$ cat src/rtl/gtfwizard_raw_gtwiz_buffbypass_rx_mc_if.sv
// Handshake bundle between the RX buffer-bypass controller and the GT channels / DRP sequencer.
// The controller uses the master modport; the GT / DRP side uses slave.
interface gtfwizard_raw_gtwiz_buffbypass_rx_mc_if #(
    parameter int N = 4
);
    logic         gtwiz_buffbypass_rx_start_in;
    logic         workaround_bypass_in;
    logic         drp_reconfig_done_in;
    logic [N-1:0] dmon_bad_align_in;
    logic [N-1:0] rxdlysresetdone_in;
    logic [N-1:0] rxphaligndone_in;
    logic [N-1:0] rxsyncdone_in;

    logic [N-1:0] rxdlysreset_out;
    logic [N-1:0] rxphalign_out;
    logic [N-1:0] rxphalignen_out;
    logic         drp_reconfig_rdy_out;
    logic         drp_switch_am_out;
    logic         done_out;
    logic         error_out;
    logic [3:0]   retry_count_out;
    logic [3:0]   sm_state_out;

    modport master (
        input  gtwiz_buffbypass_rx_start_in, workaround_bypass_in, drp_reconfig_done_in,
               dmon_bad_align_in, rxdlysresetdone_in, rxphaligndone_in, rxsyncdone_in,
        output rxdlysreset_out, rxphalign_out, rxphalignen_out, drp_reconfig_rdy_out,
               drp_switch_am_out, done_out, error_out, retry_count_out, sm_state_out
    );

    modport slave (
        output gtwiz_buffbypass_rx_start_in, workaround_bypass_in, drp_reconfig_done_in,
               dmon_bad_align_in, rxdlysresetdone_in, rxphaligndone_in, rxsyncdone_in,
        input  rxdlysreset_out, rxphalign_out, rxphalignen_out, drp_reconfig_rdy_out,
               drp_switch_am_out, done_out, error_out, retry_count_out, sm_state_out
    );
endinterface

$ cat src/rtl/gtfwizard_raw_gtwiz_buffbypass_rx_mc.sv
// Multi-channel RX buffer-bypass alignment controller: manual-mode alignment with dmon-checked
// retries, falling back to auto-mode through a DRP reconfiguration, with per-state timeout.
module gtfwizard_raw_gtwiz_buffbypass_rx_mc #(
    parameter int P_TOTAL_NUMBER_OF_CHANNELS = 4,
    parameter int P_MASTER_CHANNEL_POINTER   = 0,
    parameter int P_MAX_MM_RETRIES           = 3,
    parameter int P_TIMEOUT_CYCLES           = 65535
) (
    input logic gtwiz_buffbypass_rx_clk_in,
    input logic gtwiz_buffbypass_rx_reset_in,
    gtfwizard_raw_gtwiz_buffbypass_rx_mc_if.master bus
);
    localparam int N = P_TOTAL_NUMBER_OF_CHANNELS;

    localparam logic [3:0] ST_IDLE          = 4'd0;
    localparam logic [3:0] ST_MM_WAIT_DRP   = 4'd1;
    localparam logic [3:0] ST_MM_WAIT_DLYS  = 4'd2;
    localparam logic [3:0] ST_MM_WAIT_PHAL  = 4'd3;
    localparam logic [3:0] ST_MM_POLL_DMON  = 4'd4;
    localparam logic [3:0] ST_AM_WAIT_DRP   = 4'd5;
    localparam logic [3:0] ST_AM_WAIT_SYNC  = 4'd6;
    localparam logic [3:0] ST_DONE          = 4'd7;
    localparam logic [3:0] ST_ERROR         = 4'd8;

    localparam logic [3:0]  MAX_RETRY = 4'(P_MAX_MM_RETRIES);
    localparam logic [15:0] TO_LAST   = 16'(P_TIMEOUT_CYCLES - 1);

    logic [3:0]   state_q, state_d;
    logic [15:0]  to_q, to_d;
    logic         drp_q, sync_q;
    logic         rdy_q, rdy_d;
    logic         am_q, am_d;
    logic [N-1:0] dlys_q, dlys_d;
    logic [N-1:0] phal_q, phal_d;
    logic [N-1:0] phalen_q, phalen_d;
    logic         done_q, done_d;
    logic         err_q, err_d;
    logic [3:0]   retry_q, retry_d;

    logic         drp_edge, sync_edge, timed, to_hit, fail;
    logic [N-1:0] dlys_left, phal_left;
    logic [3:0]   retry_inc;

    always_comb begin
        drp_edge  = bus.drp_reconfig_done_in & ~drp_q;
        sync_edge = bus.rxsyncdone_in[P_MASTER_CHANNEL_POINTER] & ~sync_q;
        timed     = (state_q == ST_MM_WAIT_DRP) || (state_q == ST_MM_WAIT_DLYS) ||
                    (state_q == ST_MM_WAIT_PHAL) || (state_q == ST_AM_WAIT_DRP) ||
                    (state_q == ST_AM_WAIT_SYNC);
        to_hit    = timed && (to_q == TO_LAST);
        dlys_left = dlys_q & ~bus.rxdlysresetdone_in;
        phal_left = phal_q & ~bus.rxphaligndone_in;
        retry_inc = (retry_q >= MAX_RETRY) ? retry_q : retry_q + 4'd1;
    end

    always_comb begin
        state_d  = state_q;
        rdy_d    = rdy_q;
        am_d     = am_q;
        dlys_d   = dlys_q;
        phal_d   = phal_q;
        phalen_d = phalen_q;
        done_d   = done_q;
        err_d    = err_q;
        retry_d  = retry_q;
        fail     = 1'b0;

        case (state_q)
            ST_IDLE, ST_DONE, ST_ERROR: begin
                if (bus.gtwiz_buffbypass_rx_start_in) begin
                    done_d  = 1'b0;
                    err_d   = 1'b0;
                    retry_d = '0;
                    dlys_d  = '0;
                    phal_d  = '0;
                    rdy_d   = 1'b1;
                    if (bus.workaround_bypass_in) begin
                        state_d  = ST_AM_WAIT_DRP;
                        am_d     = 1'b1;
                        phalen_d = '0;
                    end else begin
                        state_d  = ST_MM_WAIT_DRP;
                        am_d     = 1'b0;
                        phalen_d = '1;
                    end
                end
            end
            ST_MM_WAIT_DRP: begin
                // DRP edge takes priority over a coincident timeout
                if (drp_edge) begin
                    rdy_d   = 1'b0;
                    dlys_d  = '1;
                    state_d = ST_MM_WAIT_DLYS;
                end else if (to_hit) begin
                    fail = 1'b1;
                end
            end
            ST_MM_WAIT_DLYS: begin
                dlys_d = dlys_left;
                if (dlys_left == '0) begin
                    phal_d  = '1;
                    state_d = ST_MM_WAIT_PHAL;
                end else if (to_hit) begin
                    fail = 1'b1;
                end
            end
            ST_MM_WAIT_PHAL: begin
                phal_d = phal_left;
                if (phal_left == '0) begin
                    state_d = ST_MM_POLL_DMON;
                end else if (to_hit) begin
                    fail = 1'b1;
                end
            end
            ST_MM_POLL_DMON: begin
                if (bus.dmon_bad_align_in == '0) begin
                    done_d  = 1'b1;
                    state_d = ST_DONE;
                end else begin
                    retry_d = retry_inc;
                    if (retry_inc < MAX_RETRY) begin
                        dlys_d  = '1;
                        state_d = ST_MM_WAIT_DLYS;
                    end else begin
                        phalen_d = '0;
                        phal_d   = '0;
                        am_d     = 1'b1;
                        rdy_d    = 1'b1;
                        state_d  = ST_AM_WAIT_DRP;
                    end
                end
            end
            ST_AM_WAIT_DRP: begin
                if (drp_edge) begin
                    rdy_d   = 1'b0;
                    dlys_d  = '1;
                    state_d = ST_AM_WAIT_SYNC;
                end else if (to_hit) begin
                    fail = 1'b1;
                end
            end
            ST_AM_WAIT_SYNC: begin
                dlys_d = '0;
                if (sync_edge) begin
                    done_d  = 1'b1;
                    state_d = ST_DONE;
                end else if (to_hit) begin
                    fail = 1'b1;
                end
            end
            default: state_d = ST_IDLE;
        endcase

        if (fail) begin
            state_d  = ST_ERROR;
            err_d    = 1'b1;
            done_d   = 1'b0;
            rdy_d    = 1'b0;
            dlys_d   = '0;
            phal_d   = '0;
            phalen_d = '0;
        end
    end

    always_comb begin
        to_d = (state_d != state_q || !timed) ? '0 : to_q + 16'd1;
    end

    always_ff @(posedge gtwiz_buffbypass_rx_clk_in or posedge gtwiz_buffbypass_rx_reset_in) begin
        if (gtwiz_buffbypass_rx_reset_in) begin
            state_q  <= ST_IDLE;
            to_q     <= '0;
            drp_q    <= 1'b0;
            sync_q   <= 1'b0;
            rdy_q    <= 1'b0;
            am_q     <= 1'b0;
            dlys_q   <= '0;
            phal_q   <= '0;
            phalen_q <= '0;
            done_q   <= 1'b0;
            err_q    <= 1'b0;
            retry_q  <= '0;
        end else begin
            state_q  <= state_d;
            to_q     <= to_d;
            drp_q    <= bus.drp_reconfig_done_in;
            sync_q   <= bus.rxsyncdone_in[P_MASTER_CHANNEL_POINTER];
            rdy_q    <= rdy_d;
            am_q     <= am_d;
            dlys_q   <= dlys_d;
            phal_q   <= phal_d;
            phalen_q <= phalen_d;
            done_q   <= done_d;
            err_q    <= err_d;
            retry_q  <= retry_d;
        end
    end

    assign bus.rxdlysreset_out      = dlys_q;
    assign bus.rxphalign_out        = phal_q;
    assign bus.rxphalignen_out      = phalen_q;
    assign bus.drp_reconfig_rdy_out = rdy_q;
    assign bus.drp_switch_am_out    = am_q;
    assign bus.done_out             = done_q;
    assign bus.error_out            = err_q;
    assign bus.retry_count_out      = retry_q;
    assign bus.sm_state_out         = state_q;
endmodule

$ cat src/flat_wrapper.sv
// flat-port wrapper written by rule: the top's interface ports become plain ports
module gtfwizard_raw_gtwiz_buffbypass_rx_mc_flat 
#(
    parameter int P_TOTAL_NUMBER_OF_CHANNELS = 4,
    parameter int P_MASTER_CHANNEL_POINTER   = 0,
    parameter int P_MAX_MM_RETRIES           = 3,
    parameter int P_TIMEOUT_CYCLES           = 65535
)
  (gtwiz_buffbypass_rx_clk_in, gtwiz_buffbypass_rx_reset_in, bus_gtwiz_buffbypass_rx_start_in, bus_workaround_bypass_in, bus_drp_reconfig_done_in, bus_dmon_bad_align_in, bus_rxdlysresetdone_in, bus_rxphaligndone_in, bus_rxsyncdone_in, bus_rxdlysreset_out, bus_rxphalign_out, bus_rxphalignen_out, bus_drp_reconfig_rdy_out, bus_drp_switch_am_out, bus_done_out, bus_error_out, bus_retry_count_out, bus_sm_state_out);
  gtfwizard_raw_gtwiz_buffbypass_rx_mc_if bus_i ();
  input logic gtwiz_buffbypass_rx_clk_in;
  input logic gtwiz_buffbypass_rx_reset_in;
  input wire logic [$bits(bus_i.gtwiz_buffbypass_rx_start_in)-1:0] bus_gtwiz_buffbypass_rx_start_in;
  input wire logic [$bits(bus_i.workaround_bypass_in)-1:0] bus_workaround_bypass_in;
  input wire logic [$bits(bus_i.drp_reconfig_done_in)-1:0] bus_drp_reconfig_done_in;
  input wire logic [$bits(bus_i.dmon_bad_align_in)-1:0] bus_dmon_bad_align_in;
  input wire logic [$bits(bus_i.rxdlysresetdone_in)-1:0] bus_rxdlysresetdone_in;
  input wire logic [$bits(bus_i.rxphaligndone_in)-1:0] bus_rxphaligndone_in;
  input wire logic [$bits(bus_i.rxsyncdone_in)-1:0] bus_rxsyncdone_in;
  output wire logic [$bits(bus_i.rxdlysreset_out)-1:0] bus_rxdlysreset_out;
  output wire logic [$bits(bus_i.rxphalign_out)-1:0] bus_rxphalign_out;
  output wire logic [$bits(bus_i.rxphalignen_out)-1:0] bus_rxphalignen_out;
  output wire logic [$bits(bus_i.drp_reconfig_rdy_out)-1:0] bus_drp_reconfig_rdy_out;
  output wire logic [$bits(bus_i.drp_switch_am_out)-1:0] bus_drp_switch_am_out;
  output wire logic [$bits(bus_i.done_out)-1:0] bus_done_out;
  output wire logic [$bits(bus_i.error_out)-1:0] bus_error_out;
  output wire logic [$bits(bus_i.retry_count_out)-1:0] bus_retry_count_out;
  output wire logic [$bits(bus_i.sm_state_out)-1:0] bus_sm_state_out;
  assign bus_i.gtwiz_buffbypass_rx_start_in = bus_gtwiz_buffbypass_rx_start_in;
  assign bus_i.workaround_bypass_in = bus_workaround_bypass_in;
  assign bus_i.drp_reconfig_done_in = bus_drp_reconfig_done_in;
  assign bus_i.dmon_bad_align_in = bus_dmon_bad_align_in;
  assign bus_i.rxdlysresetdone_in = bus_rxdlysresetdone_in;
  assign bus_i.rxphaligndone_in = bus_rxphaligndone_in;
  assign bus_i.rxsyncdone_in = bus_rxsyncdone_in;
  assign bus_rxdlysreset_out = bus_i.rxdlysreset_out;
  assign bus_rxphalign_out = bus_i.rxphalign_out;
  assign bus_rxphalignen_out = bus_i.rxphalignen_out;
  assign bus_drp_reconfig_rdy_out = bus_i.drp_reconfig_rdy_out;
  assign bus_drp_switch_am_out = bus_i.drp_switch_am_out;
  assign bus_done_out = bus_i.done_out;
  assign bus_error_out = bus_i.error_out;
  assign bus_retry_count_out = bus_i.retry_count_out;
  assign bus_sm_state_out = bus_i.sm_state_out;
  gtfwizard_raw_gtwiz_buffbypass_rx_mc #(.P_TOTAL_NUMBER_OF_CHANNELS(P_TOTAL_NUMBER_OF_CHANNELS), .P_MASTER_CHANNEL_POINTER(P_MASTER_CHANNEL_POINTER), .P_MAX_MM_RETRIES(P_MAX_MM_RETRIES), .P_TIMEOUT_CYCLES(P_TIMEOUT_CYCLES)) u_core (.gtwiz_buffbypass_rx_clk_in(gtwiz_buffbypass_rx_clk_in), .gtwiz_buffbypass_rx_reset_in(gtwiz_buffbypass_rx_reset_in), .bus(bus_i));
endmodule
$ cat config.mk
export PLATFORM = sky130hd
export DESIGN_NAME = gtfwizard_raw_gtwiz_buffbypass_rx_mc_flat
export DESIGN_NICKNAME = d
export VERILOG_FILES = /design/src/rtl/gtfwizard_raw_gtwiz_buffbypass_rx_mc_if.sv /design/src/rtl/gtfwizard_raw_gtwiz_buffbypass_rx_mc.sv /design/src/flat_wrapper.sv
export SDC_FILE = /design/constraint.sdc
export NUM_CORES = 1
export LEC_CHECK = 0
export BUFFER_PORTS_ARGS = -buffer_cell sky130_fd_sc_hd__clkbuf_2
export CORE_ASPECT_RATIO = 1.1
export CORE_MARGIN = 2
export CORE_UTILIZATION = 50
export DETAILED_ROUTE_END_ITERATION = 6
export PLACE_DENSITY = 0.74
export SYNTH_ARGS = -nofsm -noshare
export SYNTH_HDL_FRONTEND = slang
export SYNTH_SLANG_ARGS = --single-unit
$ cat constraint.sdc
create_clock -name gtwiz_buffbypass_rx_clk_in -period 1.7 [get_ports gtwiz_buffbypass_rx_clk_in]
set_input_delay 0.17 -clock gtwiz_buffbypass_rx_clk_in [delete_from_list [all_inputs] [get_ports gtwiz_buffbypass_rx_clk_in]]
set_output_delay 0.17 -clock gtwiz_buffbypass_rx_clk_in [all_outputs]
set_load 0.1 [all_outputs]
==> summary.txt <==
DETAILED ROUTING
--------------------------------------------------------------------------------------------------
Average via count per standard cell .................................................         5.52
Via total after detailed routing ....................................................         2036
Number of antenna-violating nets in the routed design ...............................            0
Number of DRC violations after detailed routing .....................................            0
DR iter-0 viols .....................................................................          131
Detailed-route wire length ..........................................................      5.54 mm
Average routed wire per standard cell ............................................... 15.0 microns
Number of iterations in the first detailed-routing pass .............................            4

SYNTHESIS
--------------------------------------------------------------------------------------------------
Primary flip-flop cell chosen by synthesis mapping ..................................      dfrtp_1
Ys async rst share ..................................................................         100%
Cell type contributing the most total cell area after synthesis .....................      dfrtp_1
Number of standard cells after synthesis ............................................          224
EDFF count, synth ...................................................................            0
Most common library cells after synthesis ........................................... dfrtp_1 (39), nor2_1 (21), nand2_1 (13)
Synthesized cell area ...............................................................   2350 sq um
Most common cell in the synthesized netlist .........................................      dfrtp_1
Synthesis warning total .............................................................            0
Main area contributors after synthesis .............................................. dfrtp_1 (41%), nor2_4 (4.3%), xor2_1 (3.7%)
Synthesized net count ...............................................................          248
Top cell type's share of synthesized area ...........................................        41.5%
Average footprint of a synthesized cell .............................................   10.5 sq um
Sequential share of the synthesized area ............................................        41.5%
Total of flip-flops plus latches after synthesis ....................................           39
Number of library cell types mapped by synthesis ....................................           64

GLOBAL ROUTE
--------------------------------------------------------------------------------------------------
First-pass GRT wire length ..........................................................      9.20 mm
Maximum number of pins on one net before global-route repair ........................           40
Number of antenna violations at the first check in global routing ...................            0
Tot GR Track Use ....................................................................        21.7%
Vias in the first global route ......................................................         2028
Grt total ovfl ......................................................................            0

TIMING
--------------------------------------------------------------------------------------------------
Maximum clock skew at final layout ..................................................    0.0158 ns
RSZ-0062 raised after global routing ................................................          yes
Slew margin rel. ....................................................................        60.6%
Sum of negative setup slack .........................................................     -1.55 ns
Share of the cycle needed by the critical path after routing ........................         107%
Peak Freq ...........................................................................    0.551 GHz
Final hold violations ...............................................................            0
Number of setup violations in the final report ......................................           33
Post-route minimum period ...........................................................      1.82 ns
Worst hold slack ....................................................................   0.00767 ns
Final setup margin ..................................................................    -0.116 ns
Pins Over Slew Limit ................................................................            0
Worst slew pin tran .................................................................     0.589 ns

POWER
--------------------------------------------------------------------------------------------------
Leak pwr ............................................................................      1.44 nW
Switch share ........................................................................        53.8%
Power Internal ......................................................................      2.98 mW
Power density over the cells ........................................................ 1990 nW/um^2
Reported net switching power ........................................................      3.48 mW
Sequential share of power ...........................................................        21.9%
Share of total power in the clock network ...........................................         9.5%
Relative contribution of combinational cells to total power .........................        68.6%
Peak supply drop ....................................................................     0.839 mV

WORST SETUP PATH
--------------------------------------------------------------------------------------------------
Start-to-end type of the worst setup path ........................................... flip-flop to flip-flop
Launching element type of the critical path .........................................    flip-flop
Buf/Inv on CP .......................................................................            0
Endpoint type of the worst setup path ...............................................    flip-flop
Data arrival, critical path .........................................................      2.02 ns
Worst-path fanout max ...............................................................            8
Crit path launch .................................................................... u_core.bus.rxphalign_out[0]
Category of cells accounting for the largest share of critical-path delay ........... compound AO/OA/AOI/OAI gates
Stage delay of the slowest cell on the critical path ................................      0.48 ns
Critical path depth .................................................................            5
Required time of the critical path ..................................................      1.90 ns
Depth of the worst register-to-register path ........................................            5
Worst reg2reg path startpoint ....................................................... u_core.bus.rxphalign_out[0]
Cells traversed along the worst timing path ......................................... nor2b_4 > a2111oi_4 > o41ai_4 > o211a_4 > a311oi_2
Slowest stage cell, crit path .......................................................      dfrtp_4

HOLD PATH
--------------------------------------------------------------------------------------------------
Type of the tightest min-delay check ................................................ input port to flip-flop
Startpoint of the tightest hold check path .......................................... bus_rxsyncdone_in[0]
Hold Path Cell Cnt ..................................................................            1

CLOCKING
--------------------------------------------------------------------------------------------------
TritonCTS Buffers ...................................................................            5
H-tree levels .......................................................................            2
Sinks on the clock net ..............................................................           39
CTS Root Cell .......................................................................     clkbuf_8
Clock transition time at the flip-flop clock pins of the worst setup and hold paths .      0.09 ns
CTS tree ............................................................................         done
Maximum clock path buffer count .....................................................            2
Clk Latency, worst-skew pair ........................................................      0.30 ns

FLOORPLANNING
--------------------------------------------------------------------------------------------------
Core ar. ............................................................................   4590 sq um
Die width ........................................................................... 69.4 microns
Site Rows ...........................................................................           26
Die height .......................................................................... 76.0 microns
Number of top-level pins ............................................................           45
Area of the die .....................................................................   5270 sq um
Initial standard-cell utilization of the core .......................................        51.3%

FINAL LAYOUT
--------------------------------------------------------------------------------------------------
Fillcell total ......................................................................          333
Final cell utilization of the core ..................................................        70.9%
Net total in the final layout .......................................................          336
Ratio of cells with drive above 1 in the final layout ...............................        53.4%
Area Growth Syn to Fin ..............................................................        38.2%
Diodes inserted .....................................................................            0

PLACE
--------------------------------------------------------------------------------------------------
Placement Setup Slack ...............................................................    -0.105 ns
Quantity of I/O buffers inserted on ports ...........................................           41
Weighted congestion reported at the end of routability-driven placement .............        0.858
Placed wire-length estimate after detailed placement ................................      3.93 mm

STATUS
--------------------------------------------------------------------------------------------------
Status .............................................................................. finished, violations left
Violated checks ..................................................................... setup timing

FLOW RUN
--------------------------------------------------------------------------------------------------
Max Cap Viol ........................................................................            0

[registers in the layout (all words and copies together) (netlist names)]
signal	cells
u_core.sync_q	1
u_core.bus.error_out	1
u_core.bus.done_out	1
u_core.bus.rxphalignen_out	1
u_core.bus.rxphalign_out	4
u_core.bus.drp_reconfig_rdy_out	1
u_core.bus.retry_count_out	4
u_core.drp_q	1
u_core.bus.rxdlysreset_out	4
u_core.to_q	16
u_core.bus.drp_switch_am_out	1
u_core.bus.sm_state_out	4
[cell usage in the layout, fill, tap and decap left out, types with 4 or more instances in the layout]
cell type   n
nor2_4      9
buf_4      45
dfrtp_2     5
nor2_1     17
inv_1      10
o221a_1     4
nor2b_4     4
clkbuf_2   41
dfrtp_1    25
xor2_1     10
nor2_2      7
nand3_1     7
xnor2_1     4
dfrtp_4     9
nand2b_1    5
a21oi_1     5
clkbuf_8    5
o21ai_1     8
nand2_1    11
[routing by layer]
| metal | track usage, % | vias up | wire, microns |
|---|---|---|---|
| li1 | - | 979 | - |
| met1 | 28.3 | 1011 | 2360 |
| met2 | 36.6 | 36 | 2900 |
| met3 | 3.99 | 10 | 181 |
| met4 | 6.67 | 0 | 103 |
| met5 | 0 | - | 0 |
[cells by family after synthesis]
group / share of synthesized area [%]
AO/OA/AOI/OAI: 19.1
flip-flops: 41.5
XOR/XNOR: 5.21
AND/OR/NAND/NOR: 27.0
multiplexers: 0.851
buffers and inverters: 4.78
adder cells (fa/ha/maj): 1.60
[power groups by stage]
stage               Combinational, mW  Clock, mW  Sequential, mW
finish                           4.43      0.615            1.42
global route                     4.67      0.678            1.45
floorplan                        2.07          0            2.63
global placement                 4.03          0            1.46
CTS                              4.18      0.640            1.45
detailed placement               4.08          0            1.48
[repair_timing]
| action | CTS | global route |
|---|---|---|
| hold buffers | 1 | 0 |
| endpoints found under the setup margin | 34 | 35 |
| gates resized for setup | 10 | 13 |
| endpoints found under the hold margin | 39 | 0 |
| pin swaps | 6 | 5 |
| buffers inserted | 3 | 5 |
[cell type report]
type / count / area, sq um / share of cell area, %
timing repair buffer: 91 / 607 / 18.7
sequential: 39 / 1020 / 31.2
clock buffer: 5 / 68.8 / 2.12
clock inverter: 3 / 15.0 / 0.462
multi-input combinational: 165 / 1440 / 44.2
tap: 56 / 70.1 / 2.15
inverter: 10 / 37.5 / 1.15
[stage by stage]
stage / area (sq um) / power [mW] / std cells
5_1_grt: 3250 / 6.80 / 369
2_1_floorplan: 2520 / 4.71 / 224
4_1_cts: 3170 / 6.27 / 364
6_report: 3250 / 6.46 / 369
3_5_place_dp: 3030 / 5.56 / 352
3_3_place_gp: 3030 / 5.50 / 352
[final timing paths]
kind	end	slack (ns)
min in group asynchronous	u_core.to_q[13]	0.52
max in group asynchronous	u_core.bus.sm_state_out[2]	0.77
worst max-delay path	u_core.bus.sm_state_out[1]	-0.12
worst min-delay path	u_core.sync_q	0.008
worst max register to register	u_core.bus.sm_state_out[1]	-0.12
worst min register to register	u_core.to_q[0]	0.50
[worst reg2reg max path: stages, from the launching register on]
cell       delay [ns]
dfrtp_4          0.48
nor2b_4          0.14
a2111oi_4        0.39
o41ai_4          0.17
o211a_4          0.34
a311oi_2         0.20
Note: power is estimated with default switching activity, not from simulation.
